--- src/rtl/fir_coeff_loader.sv ---
// Coefficient loader for the transposed FIR: takes host coefficients over valid/ready,
// starts on a sample strobe, and writes every RAM slot, padding unused taps with zero.
module fir_coeff_loader #(
  parameter int P_NUM_SLOT   = 40,
  parameter int P_BANK_DEPTH = 10
) (
  input  logic        iClk_12M,
  input  logic        iRsn,
  input  logic        iEnSample_300k,
  input  logic        iLoadReq,
  input  logic [5:0]  iNumTaps,
  input  logic        iCoeffValid,
  input  logic [15:0] iCoeffData,
  output logic        oCoeffReady,
  output logic        oBusy,
  output logic        oLoadDone,
  output logic        oCoeffiUpdateFlag,
  output logic        oCsnRam,
  output logic        oWrnRam,
  output logic [3:0]  oAddrRam,
  output logic [15:0] oWrDtRam,
  output logic [5:0]  oNumOfCoeff
);

  localparam logic [5:0] NUM_SLOT  = 6'(P_NUM_SLOT);
  localparam logic [3:0] LAST_BANK = 4'(P_BANK_DEPTH - 1);

  typedef enum logic [1:0] {
    IDLE,
    WAIT_SMP,
    LOAD,
    DONE
  } state_t;

  state_t      state_reg, state_next;
  logic [5:0]  cnt_reg, cnt_next;
  logic [5:0]  num_reg, num_next;
  // Bank offset kept alongside cnt so the address needs no divider.
  logic [3:0]  bank_reg, bank_next;
  logic        busy_reg, busy_next;
  logic        done_reg, done_next;
  logic        flag_reg, flag_next;
  logic        csn_reg, csn_next;
  logic        wrn_reg, wrn_next;
  logic [3:0]  addr_reg, addr_next;
  logic [15:0] data_reg, data_next;
  logic [5:0]  idx_reg, idx_next;

  logic        host_phase;
  logic        write_en;
  logic [15:0] write_data;

  assign host_phase  = (state_reg == LOAD) && (cnt_reg < num_reg);
  assign oCoeffReady = host_phase;

  always_comb begin
    state_next = state_reg;
    cnt_next   = cnt_reg;
    num_next   = num_reg;
    bank_next  = bank_reg;
    busy_next  = busy_reg;
    done_next  = done_reg;
    flag_next  = flag_reg;
    csn_next   = csn_reg;
    wrn_next   = wrn_reg;
    addr_next  = addr_reg;
    data_next  = data_reg;
    idx_next   = idx_reg;
    write_en   = 1'b0;
    write_data = 16'd0;

    case (state_reg)
      IDLE: begin
        if (iLoadReq) begin
          num_next   = (iNumTaps > NUM_SLOT) ? NUM_SLOT : iNumTaps;
          busy_next  = 1'b1;
          state_next = WAIT_SMP;
        end
      end

      WAIT_SMP: begin
        if (iEnSample_300k) begin
          flag_next  = 1'b1;
          csn_next   = 1'b0;
          wrn_next   = 1'b1;
          cnt_next   = 6'd0;
          bank_next  = 4'd0;
          state_next = LOAD;
        end
      end

      LOAD: begin
        wrn_next = 1'b1;
        if (host_phase) begin
          if (iCoeffValid) begin
            write_en   = 1'b1;
            write_data = iCoeffData;
          end
        end else if (cnt_reg < NUM_SLOT) begin
          write_en   = 1'b1;
          write_data = 16'd0;
        end else begin
          flag_next  = 1'b0;
          csn_next   = 1'b1;
          done_next  = 1'b1;
          state_next = DONE;
        end

        if (write_en) begin
          wrn_next  = 1'b0;
          data_next = write_data;
          idx_next  = cnt_reg;
          addr_next = bank_reg + 4'd1;
          cnt_next  = cnt_reg + 6'd1;
          bank_next = (bank_reg == LAST_BANK) ? 4'd0 : bank_reg + 4'd1;
        end
      end

      DONE: begin
        done_next  = 1'b0;
        busy_next  = 1'b0;
        state_next = IDLE;
      end

      default: begin
        state_next = IDLE;
      end
    endcase
  end

  always_ff @(posedge iClk_12M) begin
    if (!iRsn) begin
      state_reg <= IDLE;
      cnt_reg   <= 6'd0;
      num_reg   <= 6'd0;
      bank_reg  <= 4'd0;
      busy_reg  <= 1'b0;
      done_reg  <= 1'b0;
      flag_reg  <= 1'b0;
      csn_reg   <= 1'b1;
      wrn_reg   <= 1'b1;
      addr_reg  <= 4'd0;
      data_reg  <= 16'd0;
      idx_reg   <= 6'd0;
    end else begin
      state_reg <= state_next;
      cnt_reg   <= cnt_next;
      num_reg   <= num_next;
      bank_reg  <= bank_next;
      busy_reg  <= busy_next;
      done_reg  <= done_next;
      flag_reg  <= flag_next;
      csn_reg   <= csn_next;
      wrn_reg   <= wrn_next;
      addr_reg  <= addr_next;
      data_reg  <= data_next;
      idx_reg   <= idx_next;
    end
  end

  assign oBusy             = busy_reg;
  assign oLoadDone         = done_reg;
  assign oCoeffiUpdateFlag = flag_reg;
  assign oCsnRam           = csn_reg;
  assign oWrnRam           = wrn_reg;
  assign oAddrRam          = addr_reg;
  assign oWrDtRam          = data_reg;
  assign oNumOfCoeff       = idx_reg;

endmodule

--- config.mk ---
export PLATFORM = sky130hd
export DESIGN_NAME = fir_coeff_loader
export DESIGN_NICKNAME = d
export VERILOG_FILES = /design/src/rtl/fir_coeff_loader.sv
export SDC_FILE = /design/constraint.sdc
export NUM_CORES = 1
export LEC_CHECK = 0
export ABC_AREA = 0
export CAP_MARGIN = 20
export CORE_AREA = 2 2 69 71
export DETAILED_ROUTE_END_ITERATION = 12
export DIE_AREA = 0 0 71 73
export PLACE_DENSITY = 0.94
export SKIP_CTS_REPAIR_TIMING = 1
export SYNTH_ARGS = -nofsm -noshare
export SYNTH_HDL_FRONTEND = slang
export SYNTH_SLANG_ARGS = --single-unit
export TNS_END_PERCENT = 10
--- constraint.sdc ---
create_clock -name iClk_12M -period 3.45 [get_ports iClk_12M]
set_input_delay 0.345 -clock iClk_12M [delete_from_list [all_inputs] [get_ports iClk_12M]]
set_output_delay 0.345 -clock iClk_12M [all_outputs]
set_load 0.01 [all_outputs]
==> results of run 1 <==
==> layout make-up <==
type / count / area [um^2]
clock buffer: 5 / 68.8
sequential: 49 / 981
inverter: 13 / 48.8
timing repair buffer: 60 / 596
clock inverter: 3 / 21.3
fill: 377 / 1600
tap: 54 / 67.6
multi-input combinational: 165 / 1150
==> through the flow <==
stage / area (um^2) / worst slack [ns]
after floorplan: 2260 / 1.38
after global placement: 2840 / 0.987
after detailed placement: 2840 / 0.850
after CTS: 2930 / 0.671
after global routing: 2930 / 0.544
final: 2930 / 0.668
==> power groups by stage <==
stage | combinational, mW | sequential [mW] | clock [mW]
after CTS | 0.569 | 0.672 | 0.355
after global placement | 0.540 | 0.680 | 0
after detailed placement | 0.560 | 0.685 | 0
final | 0.568 | 0.671 | 0.345
after floorplan | 0.386 | 0.692 | 0
after global routing | 0.625 | 0.679 | 0.379
==> worst register-to-register path: stages, from the launching register on <==
cell and delay (ns):
dfxtp_1 0.35, inv_1 0.09, ha_1 0.50, and3_1 0.35, a31oi_4 0.18, nor3_4 0.52
buf_4 0.27, nor2_1 0.07, a211oi_2 0.20
==> Yosys cell counts (all sizes together) (2+ instances only) <==
master	instances	area, um^2
a211oi	6	65.1
a21oi	13	65.1
a22o	17	149
a22oi	2	15.0
a31oi	3	33.8
and3	2	12.5
buf	5	40.0
clkbuf	9	36.3
dfxtp	49	981
ha	12	150
inv	12	45.0
mux2i	8	80.1
nand2	19	71.3
nand2b	2	12.5
nand3	14	70.1
nand4	2	12.5
nor2	23	96.4
nor3	5	36.3
nor4	2	12.5
o211ai	3	22.5
o21a	3	22.5
o21ai	9	48.8
o22ai	2	12.5
or2	2	12.5
==> worst paths after layout <==
check,end,cells after the start
setup / recovery,oCoeffReady,5
hold / removal,num_reg[1]$_SDFFE_PN0P_,2
setup reg to reg,oAddrRam[0]$_SDFFE_PN0P_,8
hold reg to reg,num_reg[1]$_SDFFE_PN0P_,2
==> layer usage <==
metal | wire [um] | share of wire, %
met3 | 422 | 8.1
met2 | 2480 | 48
met4 | 33 | 0.64
met1 | 2240 | 43
met5 | 0 | 0
==> cells by family after synthesis <==
logic type	count (synthesis)	share of synthesized area [%]
multiplexers	8	3.55
adder cells (fa/ha/maj)	12	6.65
XOR/XNOR	2	0.776
flip-flops	49	43.5
AND/OR/NAND/NOR	77	17.2
AO/OA/AOI/OAI	66	22.8
buffers and inverters	27	5.54
==> flow_metrics.env, run 1 <==
export IMPL_status="finished, final reports clean"
export IMPL_drt_iter0_drc=119
export IMPL_viasPerCell=5.74
export IMPL_core_area_mm2=0.00454
export IMPL_ys_flop_type="dfxtp_1"
export IMPL_slew_headroom_pct=59.1
export IMPL_dr_total_vias=2003
export IMPL_yosysUniqueCellTypes=52
export IMPL_rsz0062_at_grt="no"
export IMPL_cts_max_level=2
export IMPL_path_cells="ha_1 > a21oi_1 > o21a_1 > o21a_1 > clkdlybuf4s50_1"
export IMPL_insertion_delay_ns=0.30
export IMPL_die_area_mm2=0.00518
export IMPL_p_clk_share_pct=21.8
export IMPL_layoutNonFillerInstCount=349
export IMPL_drive_above_1_share_pct=7.80
export IMPL_drc=0
export IMPL_start_util_pct=49.8
export IMPL_pin_count=59
export IMPL_grt_pass1_wl_mm=8.49
export IMPL_dp_cells=341
export IMPL_skew_ns=0.00502
export IMPL_clk_pin_slew_ns=0.09
export IMPL_dr_pass1_iters=4
export IMPL_grt_met2_usage_pct=34.6
export IMPL_antenna_found_initial=0
export IMPL_clock_path_buffers=2
export IMPL_total_switching_power_mw=0.570
export IMPL_finalPower_mw=1.58
export IMPL_fp_row_count=25
export IMPL_cts_tree="built"
export IMPL_crit_path_max_fanout=9
export IMPL_cp_top_family="compound AO/OA/AOI/OAI gates"
export IMPL_fin_crit_ns=2.78
export IMPL_fin_util_pct=64.7
export IMPL_grt_use_met3_pct=4.83
export IMPL_gp_congestion=0.863
export IMPL_layout_common_cells="clkdlybuf4s50_1 (58), dfxtp_1 (49), nor2_1 (21)"
export IMPL_end_kind="output port"
export IMPL_worst_slew_pin_slew_ns=0.611
export IMPL_dp_hpwl_mm=3.69
export IMPL_syn2layout_area_growth_pct=30.0
export IMPL_power_frac_comb_pct=35.8
export IMPL_portBuffers=58
export IMPL_r2r_start="state_reg[0]$_SDFFE_PN0P_"
export IMPL_fmax_mhz=359
export IMPL_syn_area_per_cell_um2=9.37
export IMPL_vdd_drop_max_v=0.000526
export IMPL_grt_busiest_layer="met2"
export IMPL_fin_crit_sh_pct=80.6
export IMPL_antenna_left=0
export IMPL_pwr_density_cell_mw_per_mm2=540
export IMPL_yosysSeqAreaShare_pct=43.5
export IMPL_track_usage_pct=20.5
export IMPL_min_from="num_reg[1]$_SDFFE_PN0P_"
export IMPL_synth_edff_count=0
export IMPL_cts_buffers=5
export IMPL_grt_max_degree=26
export IMPL_p_int_mw=1.01
export IMPL_hold_path_class="flip-flop to flip-flop"
export IMPL_grt_pass1_vias=1836
export IMPL_postSynthRegisterBits=49
export IMPL_yosys_warnings=0
export IMPL_finalSetupViolations=0
export IMPL_cp_slowest_cell="dfxtp_1"
export IMPL_cts_root_buf="clkbuf_8"
export IMPL_hold_slack_ns=0.464
export IMPL_rrSetupSlack_ns=0.84
export IMPL_tns_ns=0
export IMPL_crit_type="flip-flop to output port"
export IMPL_report_final_slew_viol_count=0
export IMPL_wirelength_mm=5.18
export IMPL_n_antenna_cell=0
export IMPL_netSwitchingFraction_pct=36.0
export IMPL_drv_cap=0
export IMPL_clock_sinks=49
export IMPL_hold_violations=0
export IMPL_wl_per_cell_um=14.8
export IMPL_cp_startpoint="cnt_reg[3]$_SDFFE_PN0P_"
export IMPL_synthArstFlopShare_pct=0
export IMPL_cp_required_ns=3.11
export IMPL_leakage_nw=1.06
export IMPL_start_kind="flip-flop"
export IMPL_p_seq_share_pct=42.4
export IMPL_layout_nets=333
export IMPL_dieHeight_um=73
export IMPL_met1_usage_pct=26.7
export IMPL_gr_total_overflow=0
export IMPL_synth_fp_nets=280
export IMPL_final_common_cell="clkdlybuf4s50_1"
export IMPL_largest_reg_flops=16
export IMPL_syn_area_mm2=0.00226
export IMPL_worst_path_largest_cell_delay_ns=0.57
export IMPL_critPathMostFrequentCell="o21a_1"
export IMPL_path_buf_inv=1
export IMPL_die_w_um=71
export IMPL_cp_arrival_ns=2.44
export IMPL_netlist_instances=241
Power figures use the tool's default switching activity.
==> run 2: changes to the inputs <==
--- a/config.mk
+++ b/config.mk
@@ -7,10 +7,10 @@
 export LEC_CHECK = 0
 export ABC_AREA = 0
 export CAP_MARGIN = 20
-export CORE_AREA = 2 2 69 71
+export CORE_AREA = 2 2 75 77
 export DETAILED_ROUTE_END_ITERATION = 12
-export DIE_AREA = 0 0 71 73
-export PLACE_DENSITY = 0.94
+export DIE_AREA = 0 0 77 79
+export PLACE_DENSITY = 0.86
 export SKIP_CTS_REPAIR_TIMING = 1
 export SYNTH_ARGS = -nofsm -noshare
 export SYNTH_HDL_FRONTEND = slang
==> constraint.sdc (replaced) <==
create_clock -name iClk_12M -period 2.3 [get_ports iClk_12M]
set_input_delay 0.23 -clock iClk_12M [delete_from_list [all_inputs] [get_ports iClk_12M]]
set_output_delay 0.23 -clock iClk_12M [all_outputs]
set_load 0.01 [all_outputs]
==> flow_metrics.env, run 2 (synthesis results as in run 1) <==
export IMPL_viasPerCell=5.39
export IMPL_gr_total_overflow=0
export IMPL_dieHeight_um=79
export IMPL_path_buf_inv=2
export IMPL_cp_top_family="simple AND/OR/NAND/NOR gates"
export IMPL_p_clk_share_pct=21.8
export IMPL_drv_cap=0
export IMPL_grt_pass1_vias=1865
export IMPL_track_usage_pct=17.5
export IMPL_cp_arrival_ns=2.41
export IMPL_grt_max_degree=26
export IMPL_worst_path_largest_cell_delay_ns=0.32
export IMPL_fin_crit_ns=2.16
export IMPL_fmax_mhz=464
export IMPL_n_antenna_cell=0
export IMPL_clock_path_buffers=2
export IMPL_rrSetupSlack_ns=0.14
export IMPL_tns_ns=0
export IMPL_cp_depth=9
export IMPL_worstSetupEndpoint="oWrDtRam[14]$_SDFFE_PN0P_"
export IMPL_final_common_cell="clkdlybuf4s50_1"
export IMPL_crit_path_max_fanout=16
export IMPL_dr_total_vias=2028
export IMPL_finalPower_mw=2.43
export IMPL_clk_pin_slew_ns=0.10
export IMPL_core_area_mm2=0.00534
export IMPL_cts_root_buf="clkbuf_8"
export IMPL_antenna_left=0
export IMPL_start_util_pct=42.3
export IMPL_syn2layout_area_growth_pct=35.8
export IMPL_crit_type="flip-flop to flip-flop"
export IMPL_finalWorstSetupSlack_ns=0.143
export IMPL_dr_pass1_iters=4
export IMPL_r2r_start="num_reg[3]$_SDFFE_PN0P_"
export IMPL_total_switching_power_mw=0.869
export IMPL_hold_violations=0
export IMPL_cts_max_level=2
export IMPL_insertion_delay_ns=0.31
export IMPL_end_kind="flip-flop"
export IMPL_skew_ns=0.0106
export IMPL_layout_nets=342
export IMPL_gp_congestion=0.818
export IMPL_die_area_mm2=0.00608
export IMPL_pwr_density_cell_mw_per_mm2=793
export IMPL_report_final_slew_viol_count=0
export IMPL_drt_iter0_drc=101
export IMPL_vdd_drop_max_v=0.000563
export IMPL_clock_sinks=49
export IMPL_wl_per_cell_um=14.1
export IMPL_p_seq_share_pct=41.4
export IMPL_cp_startpoint="num_reg[3]$_SDFFE_PN0P_"
export IMPL_finalSetupViolations=0
export IMPL_leakage_nw=1.14
export IMPL_worst_slew_pin_slew_ns=0.470
export IMPL_cts_tree="built"
export IMPL_hold_path_cell_count=2
export IMPL_fin_util_pct=57.4
export IMPL_wirelength_mm=5.30
export IMPL_hold_slack_ns=0.463
export IMPL_preCtsSetupSlack_ns=0.0348
export IMPL_antenna_found_initial=0
export IMPL_slew_headroom_pct=68.4
export IMPL_path_cells="inv_1 > ha_4 > o211ai_1 > or2_4 > a31oi_4 > nor3_4 > buf_12 > nor2_4 > a22o_1"
export IMPL_netSwitchingFraction_pct=35.8
export IMPL_fp_row_count=27
export IMPL_layout_common_cells="clkdlybuf4s50_1 (57), dfxtp_1 (47), nor2_1 (21)"
export IMPL_status="finished, final reports clean"
export IMPL_grt_pass1_wl_mm=8.58
export IMPL_reg2regPathDepth=9
export IMPL_largest_reg_flops=16
export IMPL_r2r_end="oWrDtRam[14]$_SDFFE_PN0P_"
export IMPL_cp_slowest_cell="dfxtp_1"
export IMPL_dp_hpwl_mm=3.89
export IMPL_drc=0
export IMPL_power_frac_comb_pct=36.9
export IMPL_hold_path_class="flip-flop to flip-flop"
export IMPL_cts_buffers=5
export IMPL_cp_required_ns=2.56
export IMPL_drive_above_1_share_pct=11.8
export IMPL_start_kind="flip-flop"
export IMPL_fin_crit_sh_pct=93.8
export IMPL_p_int_mw=1.56
export IMPL_portBuffers=58
export IMPL_die_w_um=77
export IMPL_pin_count=59
## run 2: routing by layer
layer / track usage (%) / part of all wire (%) / up-vias
met4: 7.32 / 1.4 / 0
li1: - / - / 996
met1: 21.9 / 45 / 956
met5: 0 / 0 / -
met3: 4.66 / 7.3 / 9
met2: 28.8 / 46 / 67
## run 2: how the worst min path moves through the flow
stage / from / endpoint / slack (ns)
final: num_reg[1]$_SDFFE_PN0P_ / num_reg[1]$_SDFFE_PN0P_ / 0.46
after detailed placement: num_reg[1]$_SDFFE_PN0P_ / num_reg[1]$_SDFFE_PN0P_ / 0.45
after global placement: num_reg[2]$_SDFFE_PN0P_ / num_reg[2]$_SDFFE_PN0P_ / 0.44
after floorplan: iCoeffData[10] / oWrDtRam[10]$_SDFFE_PN0P_ / 0.36
after CTS: num_reg[1]$_SDFFE_PN0P_ / num_reg[1]$_SDFFE_PN0P_ / 0.47
after global routing: num_reg[1]$_SDFFE_PN0P_ / num_reg[1]$_SDFFE_PN0P_ / 0.49
## run 2: worst min-delay path, stage by stage, from the launching register on
cell and delay (ns):
dfxtp_1 0.32, nand2_1 0.05, a21oi_1 0.05
## run 2: stage by stage
stage          cell area (um^2)  instances
6_report                   3060        376
5_1_grt                    3060        376
4_1_cts                    3030        375
3_5_place_dp               2940        367
3_3_place_gp               2940        367
2_1_floorplan              2260        241
## run 2: final cells by class
class / count / area (um^2)
clock buffer: 5 / 68.8
tap: 72 / 90.1
inverter: 13 / 48.8
timing repair buffer: 69 / 678
sequential: 49 / 983
multi-input combinational: 165 / 1170
clock inverter: 3 / 25.0
fill: 488 / 2270
## run 2: power by group through the flow
stage,logic (mW),registers [mW],clock network (mW)
2_1_floorplan,0.580,1.04,0
3_3_place_gp,0.850,1.02,0
3_5_place_dp,0.880,1.03,0
4_1_cts,0.884,1.01,0.549
5_1_grt,0.988,1.02,0.579
6_report,0.896,1.01,0.529
==> run 3: changes to the inputs <==
--- a/config.mk
+++ b/config.mk
@@ -7,10 +7,10 @@
 export LEC_CHECK = 0
 export ABC_AREA = 0
 export CAP_MARGIN = 20
-export CORE_AREA = 2 2 75 77
+export CORE_AREA = 2 2 72 74
 export DETAILED_ROUTE_END_ITERATION = 12
-export DIE_AREA = 0 0 77 79
-export PLACE_DENSITY = 0.86
+export DIE_AREA = 0 0 74 76
+export PLACE_DENSITY = 0.88
 export SKIP_CTS_REPAIR_TIMING = 1
 export SYNTH_ARGS = -nofsm -noshare
 export SYNTH_HDL_FRONTEND = slang
==> constraint.sdc (replaced) <==
create_clock -name iClk_12M -period 2.11 [get_ports iClk_12M]
set_input_delay 0.211 -clock iClk_12M [delete_from_list [all_inputs] [get_ports iClk_12M]]
set_output_delay 0.211 -clock iClk_12M [all_outputs]
set_load 0.01 [all_outputs]
==> flow_metrics.env, run 3 (synthesis results as in run 1) <==
export IMPL_wl_per_cell_um=14.2
export IMPL_cp_required_ns=2.31
export IMPL_violations="setup timing"
export IMPL_crit_path_max_fanout=16
export IMPL_dr_total_vias=2081
export IMPL_layout_nets=358
export IMPL_cts_max_level=2
export IMPL_layoutNonFillerInstCount=390
export IMPL_dp_hpwl_mm=4.10
export IMPL_cp_startpoint="num_reg[1]$_SDFFE_PN0P_"
export IMPL_report_final_slew_viol_count=0
export IMPL_fmax_mhz=471
export IMPL_vdd_drop_max_v=0.000653
export IMPL_holdPathEnd="num_reg[2]$_SDFFE_PN0P_"
export IMPL_finalSetupViolations=15
export IMPL_core_area_mm2=0.00491
export IMPL_clock_path_buffers=2
export IMPL_dp_cells=377
export IMPL_reg2regPathDepth=9
export IMPL_hold_path_class="flip-flop to flip-flop"
export IMPL_fill_cells=394
export IMPL_pin_count=59
export IMPL_grt_max_degree=20
export IMPL_fin_crit_ns=2.12
export IMPL_insertion_delay_ns=0.30
export IMPL_path_cells="inv_1 > ha_1 > o211ai_1 > o21a_1 > o211a_4 > nor3_4 > buf_6 > nor2_4 > a22o_1"
export IMPL_slew_headroom_pct=73.1
export IMPL_gp_congestion=0.887
export IMPL_worst_path_largest_cell_delay_ns=0.33
export IMPL_layout_common_cells="clkdlybuf4s50_1 (57), dfxtp_1 (46), buf_4 (22)"
export IMPL_portBuffers=58
export IMPL_hold_slack_ns=0.453
export IMPL_leakage_nw=1.24
export IMPL_start_kind="flip-flop"
export IMPL_cp_arrival_ns=2.32
export IMPL_antenna_found_initial=0
export IMPL_drive_above_1_share_pct=19.7
export IMPL_wirelength_mm=5.53
export IMPL_grt_pass1_vias=1997
export IMPL_hold_violations=0
export IMPL_worst_slew_pin_slew_ns=0.399
export IMPL_syn2layout_area_growth_pct=44.9
export IMPL_seq_area_um2=985
export IMPL_n_antenna_cell=0
export IMPL_tns_ns=-0.105
export IMPL_final_common_cell="clkdlybuf4s50_1"
export IMPL_viasPerCell=5.34
export IMPL_die_area_mm2=0.00562
export IMPL_drt_iter0_drc=113
export IMPL_crit_type="flip-flop to flip-flop"
export IMPL_dieHeight_um=76
export IMPL_rrSetupSlack_ns=-0.01
export IMPL_skew_ns=0.00602
export IMPL_die_w_um=74
export IMPL_cp_slowest_cell="dfxtp_2"
export IMPL_drv_cap=0
export IMPL_r2r_end="oWrDtRam[12]$_SDFFE_PN0P_"
export IMPL_start_util_pct=46.0
export IMPL_cts_tree="built"
export IMPL_end_kind="flip-flop"
export IMPL_multi_input_area_mm2=0.00122
export IMPL_cts_buffers=5
export IMPL_status="finished with violations"
export IMPL_pwr_density_cell_mw_per_mm2=888
export IMPL_dr_pass1_iters=4
export IMPL_cts_root_buf="clkbuf_8"
export IMPL_clock_sinks=49
export IMPL_largest_reg_flops=16
export IMPL_grt_pass1_wl_mm=8.85
export IMPL_track_usage_pct=19.8
export IMPL_min_from="num_reg[2]$_SDFFE_PN0P_"
export IMPL_rsz0062_at_grt="yes"
export IMPL_finalPower_mw=2.91
export IMPL_fp_row_count=26
export IMPL_finalWorstSetupSlack_ns=-0.0131
export IMPL_antenna_left=0
export IMPL_clk_pin_slew_ns=0.08
export IMPL_r2r_start="num_reg[1]$_SDFFE_PN0P_"
export IMPL_fin_crit_sh_pct=101
export IMPL_hold_path_cell_count=2
export IMPL_drc=0
export IMPL_gr_total_overflow=0
run 3: changes by cell type in the layout (fill, tap and decap cells not counted), sizes merged:
cell,before,now
bufinv,0,1
inv,14,12
clkbuf,5,7
buf,11,27
clkinvlp,1,0
run 3: critical path, delay by kind of cell (launching register included):
kind,cells,cell delay [ns]
AOI/OAI and AO/OA,4,0.88
adders and majority gates,1,0.27
and+or+nand+nor,2,0.36
buffers and inverters,2,0.19
DFF,1,0.33
run 3: layout make-up:
| type | count | area share [%] |
|---|---|---|
| multi-input cells | 165 | 37.3 |
| flip-flops and latches | 49 | 30.1 |
| repair buffers | 85 | 24.9 |
| well taps | 70 | 2.68 |
| clock buffers | 7 | 2.64 |
| inverters | 13 | 1.49 |
| clock inverters | 1 | 0.918 |
run 3: how the worst max path moves through the flow:
stage                                      endpoint  slack, ns  depth (start not counted)
after detailed placement   bank_reg[1]$_SDFFE_PN0P_      -0.04                          8
after global placement      cnt_reg[5]$_SDFFE_PN0P_       0.05                          8
final                     oWrDtRam[12]$_SDFFE_PN0P_      -0.01                          9
after floorplan           oWrDtRam[10]$_SDFFE_PN0P_       0.04                          8
after global routing       oAddrRam[0]$_SDFFE_PN0P_      -0.13                         10
after CTS                               oCoeffReady      -0.29                          6
run 3: per-stage QoR:
stage	utilization, %	area, um^2	setup WS [ns]
3_3_place_gp	61.6	3030	0.0456
6_report	66.6	3270	-0.0131
2_1_floorplan	-	2260	0.0425
5_1_grt	66.6	3270	-0.129
4_1_cts	64.0	3140	-0.292
3_5_place_dp	61.6	3030	-0.0366
run 3: where the power goes:
group	switching [mW]	internal, mW
logic	0.586	0.545
registers	0.0691	1.02
clock network	0.295	0.386
run 3: per-layer routing:
layer | up-vias | share of wire, % | global-route usage, %
met3 | 7 | 6.9 | 4.50
met2 | 81 | 49 | 33.7
met4 | 0 | 1.3 | 7.45
li1 | 1025 | - | -
met1 | 968 | 42 | 23.8
met5 | - | 0 | 0
